$ cat src/rtl/bitsplit_ctrl.sv
`default_nettype none
// ============================================================================
//  Module      : bitsplit_ctrl
//  Description : Frame-level sequencer for the even/odd bit splitter. Steers
//                alternate serial bits to the even/odd lanes, drives the SIPO
//                lane-select toggle and assembles one word per lane per frame.
//  Revision    : 1.0 - initial release
// ============================================================================
module bitsplit_ctrl #(
    parameter int LANE_W  = 4,
    parameter int TIMEOUT = 15
) (
    input  logic              clk,
    input  logic              reset,
    input  logic              din,
    input  logic              din_sof,
    input  logic              din_valid,
    output logic              din_ready,
    output logic              even,
    output logic              odd,
    output logic              tffout,
    output logic              lane_stb,
    output logic [LANE_W-1:0] out_even,
    output logic [LANE_W-1:0] out_odd,
    output logic              out_valid,
    input  logic              out_ready,
    output logic              frame_err
);

    localparam int CW = $clog2(2 * LANE_W);
    localparam int TW = $clog2(TIMEOUT + 1);

    localparam logic [CW-1:0] c_LAST_IDX = CW'(2 * LANE_W - 1);
    localparam logic [TW-1:0] c_TO_LAST  = TW'(TIMEOUT - 1);

    typedef enum logic [1:0] {
        S_IDLE    = 2'd0,
        S_COLLECT = 2'd1,
        S_DELIVER = 2'd2
    } state_t;

    state_t            r_state;
    logic [CW-1:0]     r_cnt;
    logic [TW-1:0]     r_idle;
    logic [LANE_W-1:0] r_even_w;
    logic [LANE_W-1:0] r_odd_w;
    logic [LANE_W-1:0] r_out_even;
    logic [LANE_W-1:0] r_out_odd;
    logic              r_din_ready;
    logic              r_out_valid;
    logic              r_even;
    logic              r_odd;
    logic              r_tff;
    logic              r_lane_stb;
    logic              r_frame_err;

    logic              w_accept;
    logic              w_store;
    logic [CW-1:0]     w_idx;
    logic [CW-2:0]     w_slot;
    logic [LANE_W-1:0] w_even_nx;
    logic [LANE_W-1:0] w_odd_nx;

    assign w_accept = din_valid & r_din_ready;
    // A beat lands in a lane when it starts a frame or continues one being collected
    assign w_store  = w_accept & (din_sof | (r_state == S_COLLECT));
    // A start-of-frame beat is always index 0, regardless of where the counter is
    assign w_idx    = din_sof ? '0 : r_cnt;
    assign w_slot   = w_idx[CW-1:1];

    // Next lane words: start from scratch on sof, then drop the incoming bit into its slot
    always_comb begin
        w_even_nx = din_sof ? '0 : r_even_w;
        w_odd_nx  = din_sof ? '0 : r_odd_w;
        if (w_idx[0]) begin
            w_odd_nx[w_slot] = din;
        end else begin
            w_even_nx[w_slot] = din;
        end
    end

    // Frame sequencer, SIPO drive and output word registers
    always_ff @(posedge clk or negedge reset) begin
        if (!reset) begin
            r_state     <= S_IDLE;
            r_cnt       <= '0;
            r_idle      <= '0;
            r_even_w    <= '0;
            r_odd_w     <= '0;
            r_out_even  <= '0;
            r_out_odd   <= '0;
            r_din_ready <= 1'b1;
            r_out_valid <= 1'b0;
            r_even      <= 1'b0;
            r_odd       <= 1'b0;
            r_tff       <= 1'b0;
            r_lane_stb  <= 1'b0;
            r_frame_err <= 1'b0;
        end else begin
            r_lane_stb  <= 1'b0;
            r_frame_err <= 1'b0;

            if (w_store) begin
                r_lane_stb <= 1'b1;
                r_tff      <= w_idx[0];
                if (w_idx[0]) begin
                    r_odd <= din;
                end else begin
                    r_even <= din;
                end
            end

            case (r_state)
                S_IDLE: begin
                    if (w_accept) begin
                        if (din_sof) begin
                            r_even_w <= w_even_nx;
                            r_odd_w  <= w_odd_nx;
                            r_cnt    <= CW'(1);
                            r_idle   <= '0;
                            r_state  <= S_COLLECT;
                        end else begin
                            r_frame_err <= 1'b1;
                        end
                    end
                end

                S_COLLECT: begin
                    if (w_accept) begin
                        r_idle   <= '0;
                        r_even_w <= w_even_nx;
                        r_odd_w  <= w_odd_nx;
                        if (din_sof) begin
                            // Restart: the partial frame is thrown away
                            r_frame_err <= 1'b1;
                            r_cnt       <= CW'(1);
                        end else if (r_cnt == c_LAST_IDX) begin
                            r_out_even  <= w_even_nx;
                            r_out_odd   <= w_odd_nx;
                            r_out_valid <= 1'b1;
                            r_din_ready <= 1'b0;
                            r_cnt       <= '0;
                            r_state     <= S_DELIVER;
                        end else begin
                            r_cnt <= r_cnt + CW'(1);
                        end
                    end else if (r_idle == c_TO_LAST) begin
                        // Source stalled too long mid-frame: abort
                        r_frame_err <= 1'b1;
                        r_cnt       <= '0;
                        r_idle      <= '0;
                        r_even_w    <= '0;
                        r_odd_w     <= '0;
                        r_state     <= S_IDLE;
                    end else begin
                        r_idle <= r_idle + TW'(1);
                    end
                end

                S_DELIVER: begin
                    if (out_ready) begin
                        r_out_valid <= 1'b0;
                        r_din_ready <= 1'b1;
                        r_state     <= S_IDLE;
                    end
                end

                default: begin
                    r_out_valid <= 1'b0;
                    r_din_ready <= 1'b1;
                    r_cnt       <= '0;
                    r_state     <= S_IDLE;
                end
            endcase
        end
    end

    assign din_ready = r_din_ready;
    assign even      = r_even;
    assign odd       = r_odd;
    assign tffout    = r_tff;
    assign lane_stb  = r_lane_stb;
    assign out_even  = r_out_even;
    assign out_odd   = r_out_odd;
    assign out_valid = r_out_valid;
    assign frame_err = r_frame_err;

endmodule
`default_nettype wire
$ cat config.mk
export PLATFORM = sky130hd
export DESIGN_NAME = bitsplit_ctrl
export DESIGN_NICKNAME = d
export VERILOG_FILES = /design/src/rtl/bitsplit_ctrl.sv
export SDC_FILE = /design/constraint.sdc
export NUM_CORES = 1
export LEC_CHECK = 0
export CORE_MARGIN = 4
export CORE_UTILIZATION = 58
export CTS_CLUSTER_SIZE = 28
export DETAILED_ROUTE_END_ITERATION = 10
export GPL_TIMING_DRIVEN = 0
export PLACE_DENSITY = 0.79
export SETUP_SLACK_MARGIN = 0.02
export SLEW_MARGIN = 25
export SYNTH_ARGS = -nofsm -noshare
export SYNTH_HDL_FRONTEND = slang
export SYNTH_SLANG_ARGS = --single-unit
$ cat constraint.sdc
create_clock -name clk -period 5.3 [get_ports clk]
set_input_delay 0.795 -clock clk [delete_from_list [all_inputs] [get_ports clk]]
set_output_delay 0.795 -clock clk [all_outputs]
set_load 0.1 [all_outputs]
* Word-level counts from Yosys, hierarchy flattened
Index checks and enable logic that the tools add are counted.
** Operators by class
- Multiplexer cells :: 55
- Add/sub/neg operators :: 2
- Eq/ne operators :: 13
- $lt $le $gt $ge :: 2
- Bitwise operators :: 7
- Reduce and logical (&&, ||, !) cells :: 11
** Operator list (count)
- $mux 4 :: 15
- $pmux 4 s2 :: 3
- $mux 3 :: 7
- $mux 1 :: 15
- $mux 2 :: 7
- $reduce_and 4->1 :: 3
- $ne 2x2->1 const B :: 5
- $pmux 3 s3 :: 1
- $bwmux 4 :: 2
- $ne 3x2->1 const B :: 2
- $pmux 1 s3 :: 2
- $pmux 2 s3 :: 1
- $reduce_and 6->1 :: 1
- $reduce_and 5->1 :: 1
- $add 4x1->4 const B :: 1
- $eq 4x4->1 const B :: 1
- $not 1->1 :: 4
- $reduce_and 2->1 :: 2
- $add 3x1->3 const B :: 1
- $eq 3x3->1 const B :: 1
- $lt 2x3->1 const B :: 1
- $ne 3x3->1 const B :: 1
- $reduce_and 3->1 :: 1
- $and 1x1->1 :: 2
- other kinds (10) :: 10
** Word-level totals
- Word-level logic and storage cells :: 104
- Output and inout bits :: 15
- Flip-flop bits (word level) :: 32
- Input bits :: 6

* Depth between registers and ports, before layout
Gate-level depths: netlist of run 1.
- Word-level depth :: 10
- Mapped depth :: 6
- Mapped depth without buffers :: 6

* Least setup slack after synthesis of run 1
OpenSTA, ideal clock, no wires.
- Path type :: register to register
- Start point :: register r_din_ready (netlist: din_ready)
- End point :: register r_out_even[0] (netlist: out_even[0])
- Buffers on the path :: 0
- Arrival time :: 1907 ps
- Clock period less this slack :: 2033 ps
- Library setup time :: 125 ps
- Cell stages (with the launch flop) :: 4
- Setup slack :: 3267 ps
- Data required time :: 5175 ps
- Path through :: dfstp_2 nand2_4 nor4_4 mux2_2
** Between the ends
- Longest elaborated chain between the ends :: 2
** RTL lines
- start: declaration :: RTL line 49 : logic r_din_ready;
- start signal: assignment :: RTL line 92 : r_din_ready <= 1'b1;
- start signal: assignment :: RTL line 141 : r_din_ready <= 1'b0;
- start signal: assignment :: RTL line 163 : r_din_ready <= 1'b1;
- $and 1x1->1 :: RTL line 64 : assign w_accept = din_valid & r_din_ready;
- $reduce_and 4->1 (no source line)
- end signal: assignment :: RTL line 138 : r_out_even <= w_even_nx;
- end: declaration :: RTL line 47 : logic [LANE_W-1:0] r_out_even;
Every way passes these cells.
A chain may end at the register's enable or synchronous reset.

* Worst setup path after layout of run 1
- Start point :: register r_din_ready (netlist: din_ready)
- End point :: output din_ready
** RTL lines
- end: declaration :: RTL line 18 : output logic din_ready,
No word-level cell between the ends.

==> results of run 1 <==
-- sequential cells by signal, summed over array words and instances, names as in the netlist --
name	cells
r_idle	4
odd	1
r_cnt	3
tffout	1
out_odd	4
out_valid	1
r_even_w	4
out_even	4
din_ready	1
r_odd_w	4
frame_err	1
lane_stb	1
even	1
r_state	2
-- worst reg2reg max path, delay by kind of cell, from the launching register on --
kind	cells	cell delay, ns
simple gates	2	0.66
flops	1	0.41
mux	1	0.41
fa+ha+maj	2	0.40
-- worst max path at each step --
stage,from,to,slack [ns],cells past startpoint
floorplan,din_ready$_DFFE_PN1P_,out_even[0]$_DFFE_PN0P_,3.27,3
global placement,din_valid,out_odd[2]$_DFFE_PN0P_,2.62,4
detailed placement,din_valid,out_even[1]$_DFFE_PN0P_,2.58,4
CTS,din_ready$_DFFE_PN1P_,din_ready,2.38,1
global route,din_ready$_DFFE_PN1P_,din_ready,2.34,1
finish,din_ready$_DFFE_PN1P_,din_ready,2.39,1
-- power by group through the flow --
stage	Combinational, mW	Clock, mW	Sequential [mW]
after floorplan	0.181	0	0.484
after global placement	0.403	0	0.346
after detailed placement	0.412	0	0.349
after CTS	0.414	0.149	0.345
after global routing	0.448	0.161	0.353
final	0.413	0.145	0.345
-- metrics by stage --
stage          cells  total power [mW]  utilization [%]  area (um2)  hold WS (ns)
2_1_floorplan    147             0.665                -        1610         0.467
6_report         203             0.903             73.3        1880         0.488
5_1_grt          203             0.962             73.3        1880         0.526
3_5_place_dp     195             0.762             71.0        1820         0.495
4_1_cts          203             0.908             73.3        1880         0.502
3_3_place_gp     195             0.750             71.2        1830         0.484
-- cell type report --
| type | instances | area, um2 |
|---|---|---|
| multi-input combinational | 104 | 757 |
| timing repair buffer | 18 | 175 |
| inverter | 2 | 7.51 |
| buffer | 9 | 43.8 |
| sequential | 32 | 802 |
| clock buffer | 8 | 58.8 |
| tap | 30 | 37.5 |
| fill | 205 | 686 |
-- logic make-up after synthesis --
group	Yosys count	share of synthesized area [%]
AND/OR/NAND/NOR	49	16.8
XOR/XNOR	1	0.544
multiplexers	19	12.7
adder cells (fa/ha/maj)	4	3.11
flip-flops	32	49.8
AO/OA/AOI/OAI	31	13.8
buffers and inverters	11	3.19
-- routing by layer --
layer | up-vias | global-route usage, %
met5 | - | 0
met3 | 6 | 7.66
met4 | 0 | 8.67
met1 | 571 | 27.0
met2 | 34 | 31.8
li1 | 584 | -
-- Yosys cell counts, drive strengths merged (2+ instances only) --
| master | number |
|---|---|
| inv | 2 |
| ha | 4 |
| a41oi | 2 |
| a22o | 10 |
| a31oi | 3 |
| nand3b | 3 |
| mux2 | 12 |
| o21ai | 8 |
| clkbuf | 6 |
| dfrtp | 31 |
| nand3 | 4 |
| nor3 | 3 |
| buf | 3 |
| a21oi | 3 |
| mux2i | 7 |
| nor3b | 3 |
| nand2 | 11 |
| nor2 | 17 |
| nor2b | 2 |
==> flow_metrics.env, run 1 <==
export IMPL_status="finished clean"
export IMPL_place_hpwl_mm=2.25
export IMPL_final_common_cell="dfrtp_1"
export IMPL_ys_types=34
export IMPL_initial_utilization_pct=62.7
export IMPL_arrival_ns=2.11
export IMPL_ys_seq_area_share_pct=49.8
export IMPL_route_met3_wl_um=179
export IMPL_grt_max_degree=33
export IMPL_synthCells=147
export IMPL_diodes=0
export IMPL_top_layer="met4"
export IMPL_area_growth_pct=16.9
export IMPL_critPathRequiredTime_ns=4.51
export IMPL_pwr_share_clk_pct=16.0
export IMPL_drt_wl_total_mm=3.22
export IMPL_grt_pass1_wl_mm=5.45
export IMPL_setup_slack_ns=2.39
export IMPL_internal_power_uw=494
export IMPL_die_x_um=60.7
export IMPL_routabilityCongestion=0.805
export IMPL_cts_resized=0
export IMPL_hold_viol_final=0
export IMPL_finClkSkew_ns=0.0153
export IMPL_critPathKind="flop to output port"
export IMPL_grt_use_total_pct=20.9
export IMPL_coreArea_um2=2570
export IMPL_cpMaxStageDelayCell="clkdlybuf4s50_1"
export IMPL_postCtsHoldBufs=0
export IMPL_max_vdd_ir_drop_uv=409
export IMPL_placementRows=18
export IMPL_die_area_um2=3680
export IMPL_portBuffers=18
export IMPL_switchingPower_uw=409
export IMPL_first_pass_iters=4
export IMPL_path_buf_inv=1
export IMPL_syn_nets=157
export IMPL_synth_ff_type="dfrtp_1"
export IMPL_grt_pass1_vias=1155
export IMPL_wl_met1_mm=1.43
export IMPL_rsz0062_at_grt="no"
export IMPL_post_cts_buffers=0
export IMPL_synth_edf_count=0
export IMPL_cts_inserted_buffers=5
export IMPL_maxSlewHeadroom_pct=34.0
export IMPL_async_flop_share_pct=100
export IMPL_dp_slack_ns=2.58
export IMPL_ys_warn_count=0
export IMPL_clk_pin_slew_ns=0.10
export IMPL_timing_rr_end="out_odd[2]$_DFFE_PN0P_"
export IMPL_path_delay_family="buffers and inverters"
export IMPL_drive_gt1_share_pct=16.2
export IMPL_antenna_found_initial=0
export IMPL_p_comb_share_pct=45.8
export IMPL_cts_sinks=32
export IMPL_viasPerCell=5.89
export IMPL_hold_path_class="input pin to asynchronous set/reset pin"
export IMPL_leakage_nw=0.862
export IMPL_drv_cap=0
export IMPL_min_period_ns=2.91
export IMPL_worstSetupEndpointType="output port"
export IMPL_max_freq_mhz=344
export IMPL_routed_wl_met2_mm=1.55
export IMPL_cts_root_buf="clkbuf_4"
export IMPL_drtIter0Drc=16
export IMPL_slowest_delay_ns=1.15
export IMPL_avgSynthCellArea_um2=11.0
export IMPL_nNetsFinal=182
export IMPL_rr_startpoint="r_cnt[0]$_DFFE_PN0P_"
export IMPL_power_density_nw_per_um2=480
export IMPL_post_route_period_util_pct=54.8
export IMPL_r2r_slack_ns=3.30
export IMPL_most_common_layout_cells="dfrtp_1 (31), nor2_1 (17), clkdlybuf4s50_1 (17)"
export IMPL_cts_tree="built"
export IMPL_synth_top_area_share_pct=48.2
export IMPL_htreeDepth=2
export IMPL_num_vias=1195
export IMPL_final_antenna_net_count=0
export IMPL_synth_seq_cells=32
export IMPL_seqPwrFrac_pct=38.2
export IMPL_worst_pin_slew_ns=0.983
export IMPL_routedWlPerCell_um=15.9
export IMPL_swShare_pct=45.3
export IMPL_synth_top_area_cell="dfrtp_1"
export IMPL_crit_path_cell_trace="clkdlybuf4s50_1"
export IMPL_setup_viol_count_final=0
export IMPL_cts_buffer_depth=2
export IMPL_synth_area_leaders="dfrtp_1 (48%), mux2_2 (8.4%), a22o_1 (5.4%), mux2i_1 (4.4%), nor2_1 (4.0%)"
export IMPL_drc=0
export IMPL_finalSetupTns_ns=0
export IMPL_insertion_delay_ns=0.34
export IMPL_grt_ovfl_total=0
export IMPL_reg2regPathDepth=5
export IMPL_maxSlewViolCount=0
export IMPL_critPathMaxFanout=7
export IMPL_synth_area_um2=1610
export IMPL_fp_dieH_um=60.7
export IMPL_io_pins=21
export IMPL_worst_setup_path_start_kind="flop"
(Power assumes the default switching activity.)
==> inputs of run 2 (changes only) <==
--- a/config.mk
+++ b/config.mk
@@ -6,11 +6,11 @@
 export NUM_CORES = 1
 export LEC_CHECK = 0
 export CORE_MARGIN = 4
-export CORE_UTILIZATION = 58
+export CORE_UTILIZATION = 49
 export CTS_CLUSTER_SIZE = 28
 export DETAILED_ROUTE_END_ITERATION = 10
 export GPL_TIMING_DRIVEN = 0
-export PLACE_DENSITY = 0.79
+export PLACE_DENSITY = 0.71
 export SETUP_SLACK_MARGIN = 0.02
 export SLEW_MARGIN = 25
 export SYNTH_ARGS = -nofsm -noshare
==> constraint.sdc (replaced) <==
create_clock -name clk -period 2.44 [get_ports clk]
set_input_delay 0.366 -clock clk [delete_from_list [all_inputs] [get_ports clk]]
set_output_delay 0.366 -clock clk [all_outputs]
set_load 0.1 [all_outputs]
==> flow_metrics.env, run 2 (same netlist as run 1, synthesis figures left out) <==
export IMPL_status="finished clean"
export IMPL_drv_cap=0
export IMPL_grt_use_total_pct=18.0
export IMPL_grt_ovfl_total=0
export IMPL_insertion_delay_ns=0.34
export IMPL_routedWlPerCell_um=14.9
export IMPL_maxSlewHeadroom_pct=35.0
export IMPL_cts_sinks=32
export IMPL_power_density_nw_per_um2=1020
export IMPL_critPathKind="flop to output port"
export IMPL_worst_setup_path_start_kind="flop"
export IMPL_post_cts_buffers=0
export IMPL_viasPerCell=5.56
export IMPL_fp_dieH_um=65.3
export IMPL_antenna_found_initial=0
export IMPL_grt_pass1_wl_mm=5.80
export IMPL_rsz0062_at_grt="no"
export IMPL_max_vdd_ir_drop_uv=621
export IMPL_maxSlewViolCount=0
export IMPL_setup_slack_ns=0.190
export IMPL_clk_pin_slew_ns=0.10
export IMPL_diodes=0
export IMPL_htreeDepth=2
export IMPL_nNetsFinal=184
export IMPL_worstSetupEndpointType="output port"
export IMPL_crit_path_cell_trace="clkdlybuf4s50_1"
export IMPL_place_hpwl_mm=2.40
export IMPL_drtIter0Drc=48
export IMPL_arrival_ns=1.88
export IMPL_top_layer="met4"
export IMPL_num_vias=1217
export IMPL_cpMaxStageDelayCell="clkdlybuf4s50_1"
export IMPL_portBuffers=18
export IMPL_most_common_layout_cells="dfrtp_1 (31), nor2_1 (17), clkdlybuf4s50_1 (16)"
export IMPL_final_antenna_net_count=0
export IMPL_hold_path_class="input pin to flop"
export IMPL_worst_pin_slew_ns=0.972
export IMPL_finalPower_mw=1.98
export IMPL_cts_tree="built"
export IMPL_wl_met1_mm=1.48
export IMPL_critPathRequiredTime_ns=2.07
export IMPL_drc=0
export IMPL_critPathMaxFanout=3
export IMPL_routabilityCongestion=0.831
export IMPL_cts_buffer_depth=2
export IMPL_grt_max_degree=20
export IMPL_placementRows=20
export IMPL_initial_utilization_pct=51.9
export IMPL_setup_viol_count_final=0
export IMPL_dp_slack_ns=0.173
export IMPL_post_route_period_util_pct=92.2
export IMPL_path_buf_inv=1
export IMPL_finalSetupTns_ns=0
export IMPL_nFillCells=276
export IMPL_route_met3_wl_um=132
export IMPL_drive_gt1_share_pct=18.3
export IMPL_coreArea_um2=3100
export IMPL_slowest_delay_ns=1.15
export IMPL_finClkSkew_ns=0.00863
export IMPL_leakage_nw=0.884
export IMPL_io_pins=21
export IMPL_routed_wl_met2_mm=1.60
export IMPL_cts_root_buf="clkbuf_4"
export IMPL_area_growth_pct=20.7
export IMPL_cts_inserted_buffers=5
export IMPL_max_freq_mhz=445
export IMPL_path_delay_family="buffers and inverters"
export IMPL_min_period_ns=2.25
export IMPL_die_area_um2=4270
export IMPL_hold_viol_final=0
export IMPL_final_common_cell="dfrtp_1"
export IMPL_grt_pass1_vias=1265
export IMPL_die_x_um=65.3
export IMPL_drt_wl_total_mm=3.27
export IMPL_first_pass_iters=4
[run 2: changes by cell type in the layout (fill, tap and decap cells not counted), sizes merged]
cell | previous run | this run
clkinv | 0 | 2
clkbuf | 14 | 12
dlygate4sd3 | 0 | 1
clkdlybuf4s50 | 17 | 16
buf | 4 | 5
dlygate4sd2 | 0 | 1
[run 2: what timing repair did]
item,in CTS,in global routing
gates resized for setup,1,0
hold buffers,1,0
endpoints found under the hold margin,12,0
setup endpoints to repair,1,0
[run 2: final timing paths]
check | startpoint | endpoint | slack (ns) | cells past startpoint
max | out_valid$_DFFE_PN0P_ | out_valid | 0.19 | 1
min | din_sof | din_ready$_DFFE_PN1P_ | 0.39 | 3
max reg2reg | r_cnt[0]$_DFFE_PN0P_ | out_odd[1]$_DFFE_PN0P_ | 0.46 | 5
min reg2reg | out_even[3]$_DFFE_PN0P_ | out_even[3]$_DFFE_PN0P_ | 0.52 | 1
max in group asynchronous | reset | out_odd[2]$_DFFE_PN0P_ | 1.56 | 3
min in group asynchronous | reset | r_state[0]$_DFFE_PN0P_ | 0.46 | 2
[run 2: through the flow]
stage                     cells  util, %  instance area [um2]  hold WS [ns]
after floorplan             147        -                 1610        0.0704
after global placement      209     59.5                 1850         0.482
after detailed placement    210     60.2                 1870         0.301
after CTS                   219     62.5                 1940         0.385
after global routing        219     62.6                 1940         0.386
final                       219     62.6                 1940         0.393
[run 2: final cells by class]
class	instances	area (um2)	area share, %
Buffer	9	43.8	2.25
Clock buffer	6	51.3	2.64
Clock inverter	2	10.0	0.515
Inverter	2	7.51	0.386
Multi-Input combinational cell	104	762	39.2
Sequential cell	32	802	41.3
Tap cell	44	55.1	2.83
Timing Repair Buffer	20	211	10.9
[run 2: routing by layer]
layer	track usage, %	vias up
li1	-	590
met2	29.8	20
met1	21.6	600
met3	5.64	7
met4	7.25	0
met5	0	-
[run 2: report_power, final]
group	leakage, nW	internal [mW]	switching, mW	total [mW]
clock network	0.0380	0.137	0.186	0.323
logic	0.427	0.289	0.617	0.906
registers	0.419	0.648	0.102	0.751
total	0.884	1.07	0.906	1.98
